**src/rtl/if_stage.sv**
```systemverilog
// Instruction-fetch stage with IF/ID output register, one-entry skid buffer and redirect drain.
// Optional performance counters are built when IF_PERF_CNT_EN is defined.
module if_stage #(
    parameter int                  WORD_LEN = 16,
    parameter logic [WORD_LEN-1:0] RESET_PC = '0
) (
    input  logic                clk,
    input  logic                rst,
    input  logic                hazard_detected_in,
    input  logic                brTaken,
    input  logic                jumpEnable,
    input  logic [WORD_LEN-1:0] redirect_target,
    output logic                imem_req,
    output logic [WORD_LEN-1:0] imem_addr,
    input  logic                imem_ack,
    input  logic [WORD_LEN-1:0] imem_rdata,
    output logic [WORD_LEN-1:0] instruction,
    output logic [WORD_LEN-1:0] pc_out,
    output logic                valid_out,
    output logic [15:0]         fetch_cnt,
    output logic [15:0]         stall_cnt
);

    typedef enum logic [1:0] {FETCH, HOLD, DRAIN} state_t;

    state_t              state, state_nxt;
    logic [WORD_LEN-1:0] pc, pc_nxt;
    logic [WORD_LEN-1:0] pending, pending_nxt;
    logic [WORD_LEN-1:0] skid, skid_nxt;
    logic [WORD_LEN-1:0] skid_pc, skid_pc_nxt;
    logic [WORD_LEN-1:0] instr_nxt, pc_out_nxt;
    logic                valid_nxt;
    logic                redirect, consumed, can_load, load;

    assign redirect = brTaken | jumpEnable;
    assign consumed = ~hazard_detected_in;
    assign can_load = ~valid_out | consumed;

    // Request is gated by reset so nothing is issued during the reset cycle.
    assign imem_req  = rst && (state != HOLD);
    assign imem_addr = pc;

    always_comb begin
        // NOTE: every signal gets a default first so no path can infer a latch.
        state_nxt   = state;
        pc_nxt      = pc;
        pending_nxt = pending;
        skid_nxt    = skid;
        skid_pc_nxt = skid_pc;
        instr_nxt   = instruction;
        pc_out_nxt  = pc_out;
        load        = 1'b0;

        case (state)
            FETCH: begin
                if (redirect) begin
                    if (imem_ack) begin
                        pc_nxt = redirect_target;
                    end else begin
                        pending_nxt = redirect_target;
                        state_nxt   = DRAIN;
                    end
                end else if (imem_ack) begin
                    pc_nxt = pc + 1'b1;
                    if (can_load) begin
                        load       = 1'b1;
                        instr_nxt  = imem_rdata;
                        pc_out_nxt = pc;
                    end else begin
                        skid_nxt    = imem_rdata;
                        skid_pc_nxt = pc;
                        state_nxt   = HOLD;
                    end
                end
            end
            HOLD: begin
                if (redirect) begin
                    pc_nxt    = redirect_target;
                    state_nxt = FETCH;
                end else if (consumed) begin
                    load       = 1'b1;
                    instr_nxt  = skid;
                    pc_out_nxt = skid_pc;
                    state_nxt  = FETCH;
                end
            end
            DRAIN: begin
                // The old request must complete before the new target is fetched.
                if (redirect) pending_nxt = redirect_target;
                if (imem_ack) begin
                    pc_nxt    = redirect ? redirect_target : pending;
                    state_nxt = FETCH;
                end
            end
            default: state_nxt = FETCH;
        endcase

        valid_nxt = valid_out & ~consumed;
        if (load)     valid_nxt = 1'b1;
        if (redirect) valid_nxt = 1'b0;
    end

    always_ff @(posedge clk) begin
        if (!rst) begin
            state       <= FETCH;
            pc          <= RESET_PC;
            valid_out   <= 1'b0;
            instruction <= '0;
            pc_out      <= '0;
        end else begin
            state       <= state_nxt;
            pc          <= pc_nxt;
            valid_out   <= valid_nxt;
            instruction <= instr_nxt;
            pc_out      <= pc_out_nxt;
        end
    end

    // NOTE: skid and pending are pure data qualified by state, so they carry no reset.
    always_ff @(posedge clk) begin
        pending <= pending_nxt;
        skid    <= skid_nxt;
        skid_pc <= skid_pc_nxt;
    end

`ifdef IF_PERF_CNT_EN
    always_ff @(posedge clk) begin
        if (!rst) begin
            fetch_cnt <= '0;
            stall_cnt <= '0;
        end else begin
            if (load)               fetch_cnt <= fetch_cnt + 1'b1;
            if (hazard_detected_in) stall_cnt <= stall_cnt + 1'b1;
        end
    end
`else
    assign fetch_cnt = '0;
    assign stall_cnt = '0;
`endif

endmodule

```
**config.mk**
```make
export PLATFORM = sky130hd
export DESIGN_NAME = if_stage
export DESIGN_NICKNAME = d
export VERILOG_FILES = /design/src/rtl/if_stage.sv
export SDC_FILE = /design/constraint.sdc
export NUM_CORES = 1
export LEC_CHECK = 0
export CORE_MARGIN = 2
export CORE_UTILIZATION = 45
export DETAILED_ROUTE_END_ITERATION = 12
export DONT_BUFFER_PORTS = 1
export GPL_TIMING_DRIVEN = 1
export PLACE_DENSITY_LB_ADDON = 0.08
export SETUP_SLACK_MARGIN = 0.02
export SLEW_MARGIN = 20
export SYNTH_ARGS = -nofsm -noshare
export SYNTH_HDL_FRONTEND = slang
export SYNTH_SLANG_ARGS = --single-unit
```
**constraint.sdc**
```tcl
create_clock -name clk -period 3.3 [get_ports clk]
set_clock_uncertainty 0.15 [all_clocks]
set_input_delay 0 -clock clk [delete_from_list [all_inputs] [get_ports clk]]
set_output_delay 0 -clock clk [all_outputs]
set_load 0.02 [all_outputs]
```
==> impl_summary.md, run 1 <==
Pwr
After layout, the design draws a total of 0.00308 W. The areal power density over the cells is 513 nW/um^2. The clock share of power is around 32%. The part of the power in combinational logic is between 10% and 20%. VDD sags by at most roughly 340 uV. The net switching power figure is about 0.00094 W. The internal portion of the total power is approximately 0.0021 W. The fraction of power consumed by sequential logic is between 40% and 50%. In this run the static leakage power is approximately 2 nW. The net switching fraction of the power is a little under a third.

Setup path
Among the stages of the critical path, the cell type that occurs most often is sky130_fd_sc_hd__dlygate4sd3_1. Traced cell by cell, the critical path runs through inv_1 > ha_1 > buf_4 > nor3_4 > dlygate4sd3_1 > a32oi_1 > o221a_2 > dlygate4sd3_1. The worst path arrival time is 3190 ps. STA puts the critical path data required time at between 3000 and 4000 ps. The setup check on the worst reg-to-reg path leaves a slack of roughly 200 ps.

The type of the worst setup path is reg2reg. Along the worst path, the maximum fanout reaches 17. The endpoint of the worst register-to-register path is imem_addr[5]$_SDFFE_PN0P_.

The startpoint of the lowest-slack register-to-register path is state[0]$_SDFFE_PN0P_. The endpoint kind of the worst setup timing path is a flop. The critical path launch point type is a flop. The worst register-to-register path has a depth of 8. The slowest stage of the critical path is the sky130_fd_sc_hd__dlygate4sd3_1 cell.

The largest single stage delay on the critical path is 670 ps.

Place
The HPWL after detailed placement is between 8000 and 9000 um. Buffers placed on the I/O ports in this run total 0. The routability-driven placement congestion ratio is 0.756.

Logic synthesis
Of the total synthesized cell area, the portion taken by AND, OR, NAND and NOR gates is under 10%. The synthesized netlist devotes about 23% of its cell area to compound gates. Summing the areas of all fa, ha and maj instances in the mapped netlist gives 1.20% of the synthesized area. Synthesis produced approximately 500 cells. Counting flops with a built-in enable in the synthesized netlist gives 48. For this run, the leading register cell type out of synthesis is sky130_fd_sc_hd__dfxtp_1. The cell area that synthesis handed to floorplanning was roughly 5200 sq um.

The share of flip-flops with an asynchronous set or reset after synthesis is 0%. The synthesized netlist devotes less than 1% of its cell area to XOR and XNOR gates. The sequential cell area fraction in the yosys report is a little under half. Counting distinct cell types in the post-synthesis netlist gives 66. Multiplexer cells account for 9.58% of the synthesized area. By area, the combinational part of the netlist is dominated by compound AO/OA/AOI/OAI gates. The mean post-synth cell area is around 11 sq um. After synthesis the netlist holds a flip-flop and latch count of 99. The count of yosys warnings during synthesis is 0.

Floorplan
The core region area is 11400 sq um. The die is 112 um wide. For this configuration, the core starts out at a cell density of 45.8%. The count of boundary I/O pins is 120. The total number of placement rows is 39. The height of the die is 112 um. The die area is 12500 sq um.

GRT
Entering global routing, the biggest net connects 35 pins. The via count of the first global-routing pass is ~3800. The first-pass GRT wire length is 21300 um. The number of antenna violations at the first check in global routing is 0. The global route total overflow is 0. The total global-route track usage is a little over a fifth.

Flow run
The max-cap violation count is 0.

Clock tree
After clock tree synthesis, the clock-pin slew on the worst setup and hold paths is ~70 ps. The clock reaches the later pin of the worst-skew pair after between 300 and 400 ps. The H-tree was split into 3 levels.

Clock tree synthesis selected as its root buffer the cell sky130_fd_sc_hd__clkbuf_16. The number of buffers on the longest clock path is 2. In this run the post-CTS setup repair buffer count came out at 0. TritonCTS built the clock tree.

Buffers inserted during clock tree synthesis total 9. The tree built by TritonCTS fans out to 99 sinks.

Worst hold path
The worst hold path terminates at imem_addr[9]$_SDFFE_PN0P_. Along the worst hold path, the cell count comes to 4. The tightest min-delay check is of the in2reg type.

The start point of the worst hold path is redirect_target[9].

Cells and area
The fraction of final layout cells sized beyond drive strength 1 is 11.2%. The multi-input combinational cells in the finished layout cover a total of between 2000 and 2500 sq um. The top cell types in the final layout, fill and taps aside, are 52 x sky130_fd_sc_hd__dlygate4sd3_1, 51 x sky130_fd_sc_hd__dfxtp_1, 48 x sky130_fd_sc_hd__edfxtp_1. The number of diodes is 0. Across the whole layout, storage elements account for ~2500 sq um. The leading cell type in the layout, fill and taps excluded is sky130_fd_sc_hd__dlygate4sd3_1. The filler cells instantiated in the layout total ~1000. Relative to the synthesized area, the layout overhead comes to 15.4%. For this run, the post-layout net count is about 560.

Detailed routing
The number of design-rule violations left by the first detailed-router iteration is ~300. The detail route stage leaves a number of antenna-violating nets equal to 0. Dividing the detail-routed wire length by the instance count gives between 15 and 20 um. The via total after detailed routing is 4005. The number of detailed-route iterations in the first pass is 4. The wire length after detailed routing is about 13000 um.

The residual DRC count is 0. Dividing the detail-routed via count by the number of cells gives around 6.

Timing
Setup violations remaining at the end of the flow were counted as 0. The final hold violation count is 0. The worst pin sits at a relative slew slack of between 40% and 50%. For this run, the top clock speed supported by timing is about 320 MHz. For the pin with the worst max-slew slack, the measured transition is 794 ps. Setup repair after global routing left no endpoint under its margin. The number of max-slew violations in the final report was 0. Dividing the final minimum period by the clock period gives 93.9%.

The final critical-path required period is ~3100 ps. The final sum of negative setup slack is 0 ps.

Run status
The flow ran to the end, and the final reports show no timing, DRC or antenna violations.
[cell families after synthesis]
logic type | after synthesis
other cells | 1
flops | 99
compound gates | 163
simple gates | 83
buf+inv | 91
fa+ha+maj | 5
mux | 48
xor+xnor | 2
[worst max-delay path by stage]
stage	startpoint	end
3_5_place_dp	state[1]$_SDFFE_PN0P_	imem_addr[15]$_SDFFE_PN0P_
5_1_grt	state[1]$_SDFFE_PN0P_	imem_addr[15]$_SDFFE_PN0P_
6_report	state[0]$_SDFFE_PN0P_	imem_addr[5]$_SDFFE_PN0P_
4_1_cts	state[0]$_SDFFE_PN0P_	imem_addr[5]$_SDFFE_PN0P_
3_3_place_gp	state[1]$_SDFFE_PN0P_	imem_addr[15]$_SDFFE_PN0P_
2_1_floorplan	state[0]$_SDFFE_PN0P_	skid[0]$_DFFE_PP_
[routing by layer]
layer	part of all wire, %	vias up	track usage, %
li1	-	1895	-
met1	46	1937	29.8
met2	45	156	33.0
met3	6.9	17	5.23
met4	1.6	0	7.16
met5	0	-	0
[Yosys cell counts, types with 4 or more instances]
master,instances,share of area [%]
sky130_fd_sc_hd__o21bai_1,5,0.72
sky130_fd_sc_hd__buf_2,21,2.0
sky130_fd_sc_hd__a211oi_1,39,5.6
sky130_fd_sc_hd__ha_1,5,1.2
sky130_fd_sc_hd__buf_4,32,4.6
sky130_fd_sc_hd__o32ai_1,4,0.67
sky130_fd_sc_hd__nor2_1,6,0.43
sky130_fd_sc_hd__o22ai_1,5,0.60
sky130_fd_sc_hd__nand2_1,26,1.9
sky130_fd_sc_hd__o21a_1,11,1.6
sky130_fd_sc_hd__a21oi_1,39,3.7
sky130_fd_sc_hd__o221a_2,4,0.86
sky130_fd_sc_hd__mux2i_1,33,6.3
sky130_fd_sc_hd__mux2_2,15,3.2
sky130_fd_sc_hd__inv_1,14,1.0
sky130_fd_sc_hd__or4_1,4,0.58
sky130_fd_sc_hd__clkbuf_1,19,1.4
sky130_fd_sc_hd__nor3_1,5,0.48
sky130_fd_sc_hd__a221oi_1,5,0.84
sky130_fd_sc_hd__nand4_1,4,0.48
sky130_fd_sc_hd__edfxtp_1,48,28
sky130_fd_sc_hd__nand3_1,7,0.67
sky130_fd_sc_hd__dfxtp_1,51,20
sky130_fd_sc_hd__and3_1,4,0.48
sky130_fd_sc_hd__o311ai_0,4,0.67
sky130_fd_sc_hd__buf_1,5,0.36
sky130_fd_sc_hd__o21ai_0,12,1.2
[metrics by stage]
stage / cells / setup slack, ps / utilization (%) / area (sq um) / hold slack (ps)
global placement: 601 / 861 / 45.8 / 5200 / -51.0
detailed placement: 601 / 774 / 45.8 / 5200 / -51.0
finish: 669 / 201 / 52.9 / 6010 / 39.8
global route: 669 / 49.9 / 52.9 / 6010 / 37.8
CTS: 669 / 106 / 52.8 / 6000 / 12.5
floorplan: 523 / 671 / - / 5330 / -51.1
[power by group through the flow]
stage               combinational, W  clock (W)  sequential, W
global route                0.000595    0.00106        0.00155
CTS                         0.000540    0.00103        0.00154
detailed placement          0.000457          0        0.00157
floorplan                   0.000406          0        0.00153
global placement            0.000449          0        0.00156
finish                      0.000545   0.000999        0.00154
[critical path: cells and delay by family, from the launching register on]
kind	cells	cell delay (ps)
compound gates	2	380
buf+inv	4	1510
fa+ha+maj	1	320
simple gates	1	240
flops	1	380
[registers in the layout, indices dropped and copies added, names as in the netlist]
register	count
pc_out	16
skid	16
valid_out	1
state	2
imem_addr	16
instruction	16
skid_pc	16
pending	16
[timing repair]
item                                    4_1_cts  5_1_grt
resized for setup                             0        1
hold buffers                                 52        0
hold endpoints to repair                     67        0
endpoints found under the setup margin        0        2
[cell type report]
cell class,instances,area share [%]
clock buffer,11,4.04
clock inverter,5,0.604
inverter,14,0.874
multi-input combinational,333,40.2
sequential,99,41.0
tap,143,2.98
timing repair buffer,64,10.4
Power figures use the tool's default switching activity.
==> inputs of run 2 (changes only) <==
--- a/config.mk
+++ b/config.mk
@@ -5,8 +5,9 @@
 export SDC_FILE = /design/constraint.sdc
 export NUM_CORES = 1
 export LEC_CHECK = 0
+export ABC_AREA = 1
 export CORE_MARGIN = 2
-export CORE_UTILIZATION = 45
+export CORE_UTILIZATION = 55
 export DETAILED_ROUTE_END_ITERATION = 12
 export DONT_BUFFER_PORTS = 1
 export GPL_TIMING_DRIVEN = 1
==> run 2 against run 1 <==
Die area fell by 19%. First-iteration DRC count rose by 9.7%. Global-route usage rose by 2.7 points. Combinational power rose by 87%. Non-clock buffer count fell by 11. Cell area fell by 6.4%. Worst setup slack improved by 380 ps. Core utilization rose by 8.9 points. Critical endpoint is now instruction[7]$_SDFFE_PN0P_. Largest cell class unchanged.
==> impl_summary.md, run 2 <==
Run status
The run finished with clean final reports.

Floorplan
The die width is 100 um (-10%). The die area is 10100 sq um (-19%). The height of the die is 100 um (-10%).

The total number of placement rows is 35 (-10%). The starting density of the core is 56.0% (+10 points). The core region area was 9110 sq um (-20%). The count of boundary I/O pins is 120 (unchanged).

Worst hold path
The worst hold path class is in2reg. The path with the worst hold slack has its endpoint at pending[9]$_DFFE_PP_. The worst hold path depth is 4 (unchanged).

The start point of the worst hold path is imem_ack.

Place
The routability-driven placement congestion ratio is 0.871 (+15%). The post-detailed-placement cell area is 4990 sq um (-4.2%). The worst slack at placement is 901 ps (+127 ps). The placed wire-length estimate is 7680 um (-8.9%). The number of buffer cells added on primary ports is 0 (unchanged).

Flow run
The max-cap violation count was 0 (unchanged).

Setup path
The launch point of the critical path is state[0]$_SDFFE_PN0P_. The endpoint identified for the worst register-to-register timing path is instruction[7]$_SDFFE_PN0P_. The endpoint kind of the worst setup timing path is a flop. The cell count of the worst reg-to-reg path is 10 (+2). The worst path arrival time is 2870 ps (-320 ps).

The startpoint identified for the worst register-to-register timing path is state[0]$_SDFFE_PN0P_. The register-to-register path setup slack is 580 ps (+380 ps). The required time at the endpoint of the critical path was 3450 ps (+60 ps).

The maximum fanout along the worst path is 42 (+25). The critical path is of the reg2reg type. STA classifies the critical path startpoint as a flop.

Logic synthesis
The count of yosys warnings during synthesis is 0 (unchanged). By area the synthesized netlist is led by sky130_fd_sc_hd__edfxtp_1 28%, sky130_fd_sc_hd__dfxtp_1 20%, sky130_fd_sc_hd__nand2_1 16%. The largest total area in the synthesized netlist belongs to sky130_fd_sc_hd__edfxtp_1. The count of distinct cell types in the synthesized netlist is 33 (-50%). The sequential cell area fraction in the yosys report is 48.3% (+1.0 points). The post-synthesis cell area is 5100 sq um (-2.1%). The share of flip-flops with an asynchronous set or reset after synthesis was 0% (unchanged). The flip-flop and latch count after synthesis is 99 (unchanged). The top-area cell type share of the netlist area is 28.3% (+0.60 points). For this run, the leading register cell type out of synthesis is sky130_fd_sc_hd__dfxtp_1. The count of flip-flops with a built-in enable after synthesis is 48 (unchanged). The most common cell in the synthesized netlist is sky130_fd_sc_hd__nand2_1. The mean post-synth cell area came to 8.05 sq um (-24%). After synthesis, the most frequently instantiated cells are 220 x sky130_fd_sc_hd__nand2_1, 51 x sky130_fd_sc_hd__dfxtp_1, 48 x sky130_fd_sc_hd__edfxtp_1. The count of mapped cells out of synthesis is 633 (+29%).

Detailed routing
The residual DRC count is 0 (unchanged). The via density per instance was 5.43 (-9.3%). The number of detailed-route iterations in the first pass is 5 (+1). The number of design-rule violations left by the first detailed-router iteration is 328 (+9.7%). The remaining antenna violation count after routing came to 0 (unchanged). The wire length after detailed routing is 11600 um (-12%). The final routed wire length divided by cell count is 15.0 um (-24%).

The via total after detailed routing is 4218 (+5.3%).

Pwr
The net switching fraction of the power is 40.3% (+10 points). The fraction of power consumed by sequential logic is 50.5% (+0.6 points). The static leakage is 2.23 nW (+10%).

The net switching power figure is 0.00145 W (+55%). The part of the power in combinational logic was 28.3% (+11 points). The areal power density over the cells is 639 nW/um^2 (+25%).

The internal power consumption is 0.00215 W (about the same). The worst supply voltage drop on vdd came to 313 uV (-9.0%). The clock share of power is 21.2% (-11 points). The total power came to 0.00360 W (+17%).

GRT
The number of antenna violations at the first check in global routing is 0 (unchanged). The via count of the first global-routing pass was 4004 (+4.9%). The first-pass GRT wire length came to 19500 um (-8.4%). The largest net degree at the start of global routing is 43 (+23%). The total global-route track usage is 24.1% (+2.7 points). The global route total overflow was 0 (unchanged).

Timing
The worst setup margin came to 581 ps (+379 ps). The achievable clock frequency is 368 MHz (+14%). The final clock period utilization by the worst path is 82.4% (-11 points). The worst max-slew margin expressed relative to the limit is 56.8% (+10 points). The final setup violation count is 0 (unchanged). The final sum of negative setup slack is 0 ps (unchanged). The number of max-slew violations in the final report is 0 (unchanged). The final hold violation count was 0 (unchanged). Setup repair after global routing left no endpoint under its margin. The final critical-path required period came to 2720 ps (-379 ps). The transition time at the pin with the least slew margin is 645 ps (-149 ps).

Clock tree
The clock network latency to the later pin of the worst-skew pair is 370 ps (+20 ps). The post-CTS clock slew at the launch and capture registers of the worst setup and hold paths is 110 ps (+40 ps). The library cell used as clock root buffer is sky130_fd_sc_hd__clkbuf_8. The clock buffer count from CTS is 9 (unchanged). The number of sinks handled by clock tree synthesis is 99 (unchanged).

TritonCTS built the clock tree. The H-tree depth reported by CTS was 3 (unchanged). The number of buffers on the longest clock path came to 2 (unchanged).

The post-CTS setup repair buffer count is 0 (unchanged). The post-CTS resize count is 0 (unchanged).

Cells and area
In the layout the commonest cells are 220 x sky130_fd_sc_hd__nand2_1, 51 x sky130_fd_sc_hd__dfxtp_1, 48 x sky130_fd_sc_hd__edfxtp_1. The growth of design area from synthesis to finish is 10.3%. The library cell used most frequently in the layout, excluding fill and tap cells, is sky130_fd_sc_hd__nand2_1. The fraction of final layout cells sized beyond drive strength 1 is 9.31% (-1.9 points).

The number of diodes was 0 (unchanged). The area of all placed cells without fillers is 5620 sq um (-6.4%). The number of nets in the layout came to 704 (+25%).

The total of fill cells in the finished design was 787 (-25%).
-- run 2: cell types whose count changed after synthesis, moves of 16 or more --
cell                       change
sky130_fd_sc_hd__nor2_1       +16
sky130_fd_sc_hd__mux2i_1      -33
sky130_fd_sc_hd__a31oi_1      +29
sky130_fd_sc_hd__a211oi_1     -39
sky130_fd_sc_hd__o21ai_1      +31
sky130_fd_sc_hd__nand3_1      +18
sky130_fd_sc_hd__nand2_1     +194
-- run 2: cell type report --
cell class	count	area [sq um]	area share (%)
Timing Repair Buffer	53	515	9.17
Clock inverter	7	72.6	1.29
Sequential cell	99	2460	43.8
Tap cell	111	139	2.47
Inverter	30	113	2.00
Multi-Input combinational cell	468	2200	39.1
Clock buffer	9	124	2.20
-- run 2: worst max-delay path, cell delays in order (launching register included) --
cell and delay, ps:
sky130_fd_sc_hd__dfxtp_1 400, sky130_fd_sc_hd__inv_1 80, sky130_fd_sc_hd__ha_1 280, sky130_fd_sc_hd__inv_2 90
sky130_fd_sc_hd__nor2_1 60, sky130_fd_sc_hd__nor3b_2 180, sky130_fd_sc_hd__nand2_1 90, sky130_fd_sc_hd__inv_2 480
sky130_fd_sc_hd__o21ai_0 130, sky130_fd_sc_hd__dlygate4sd3_1 580, sky130_fd_sc_hd__a31oi_1 120
-- run 2: worst max path at each step --
stage / to / depth (start not counted)
global placement: pc_out[8]$_SDFFE_PN0P_ / 10
global route: instruction[7]$_SDFFE_PN0P_ / 10
detailed placement: pc_out[11]$_SDFFE_PN0P_ / 10
CTS: instruction[7]$_SDFFE_PN0P_ / 10
finish: instruction[7]$_SDFFE_PN0P_ / 10
floorplan: skid[0]$_DFFE_PP_ / 6
-- run 2: metrics by stage --
step	instances	hold WS, ps	utilization (%)
final	777	23.9	61.7
after global routing	777	29.4	61.7
after CTS	777	9.05	61.7
after detailed placement	718	-51.0	54.8
after global placement	718	-51.0	54.8
after floorplan	664	-51.1	-
-- run 2: power groups by stage --
stage          Combinational [W]  Clock (W)  Sequential [W]
3_5_place_dp            0.000931          0         0.00185
3_3_place_gp            0.000908          0         0.00184
6_report                 0.00102   0.000762         0.00182
2_1_floorplan           0.000807          0         0.00178
5_1_grt                  0.00116   0.000833         0.00185
4_1_cts                  0.00100   0.000780         0.00182
-- run 2: repair_timing --
item | 4_1_cts | 5_1_grt
endpoints found under the hold margin | 83 | 0
endpoints found under the setup margin | 0 | 0
hold buffers | 43 | 0
-- run 2: cells by family after synthesis --
| family | after synthesis | share of synthesized area (%) |
|---|---|---|
| AND/OR/NAND/NOR | 287 | 23.3 |
| flip-flops | 99 | 48.3 |
| adder cells (fa/ha/maj) | 5 | 1.23 |
| AO/OA/AOI/OAI | 142 | 15.8 |
| XOR/XNOR | 2 | 0.344 |
| other | 1 | 0.0735 |
| buffers and inverters | 97 | 11.0 |
-- run 2: layer usage --
| layer | track usage, % | vias to the layer above | share of wire, % |
|---|---|---|---|
| li1 | - | 2123 | - |
| met1 | 34.0 | 1922 | 46 |
| met2 | 37.7 | 160 | 46 |
| met3 | 3.97 | 13 | 6.8 |
| met4 | 8.75 | 0 | 1.3 |
| met5 | 0 | - | 0 |
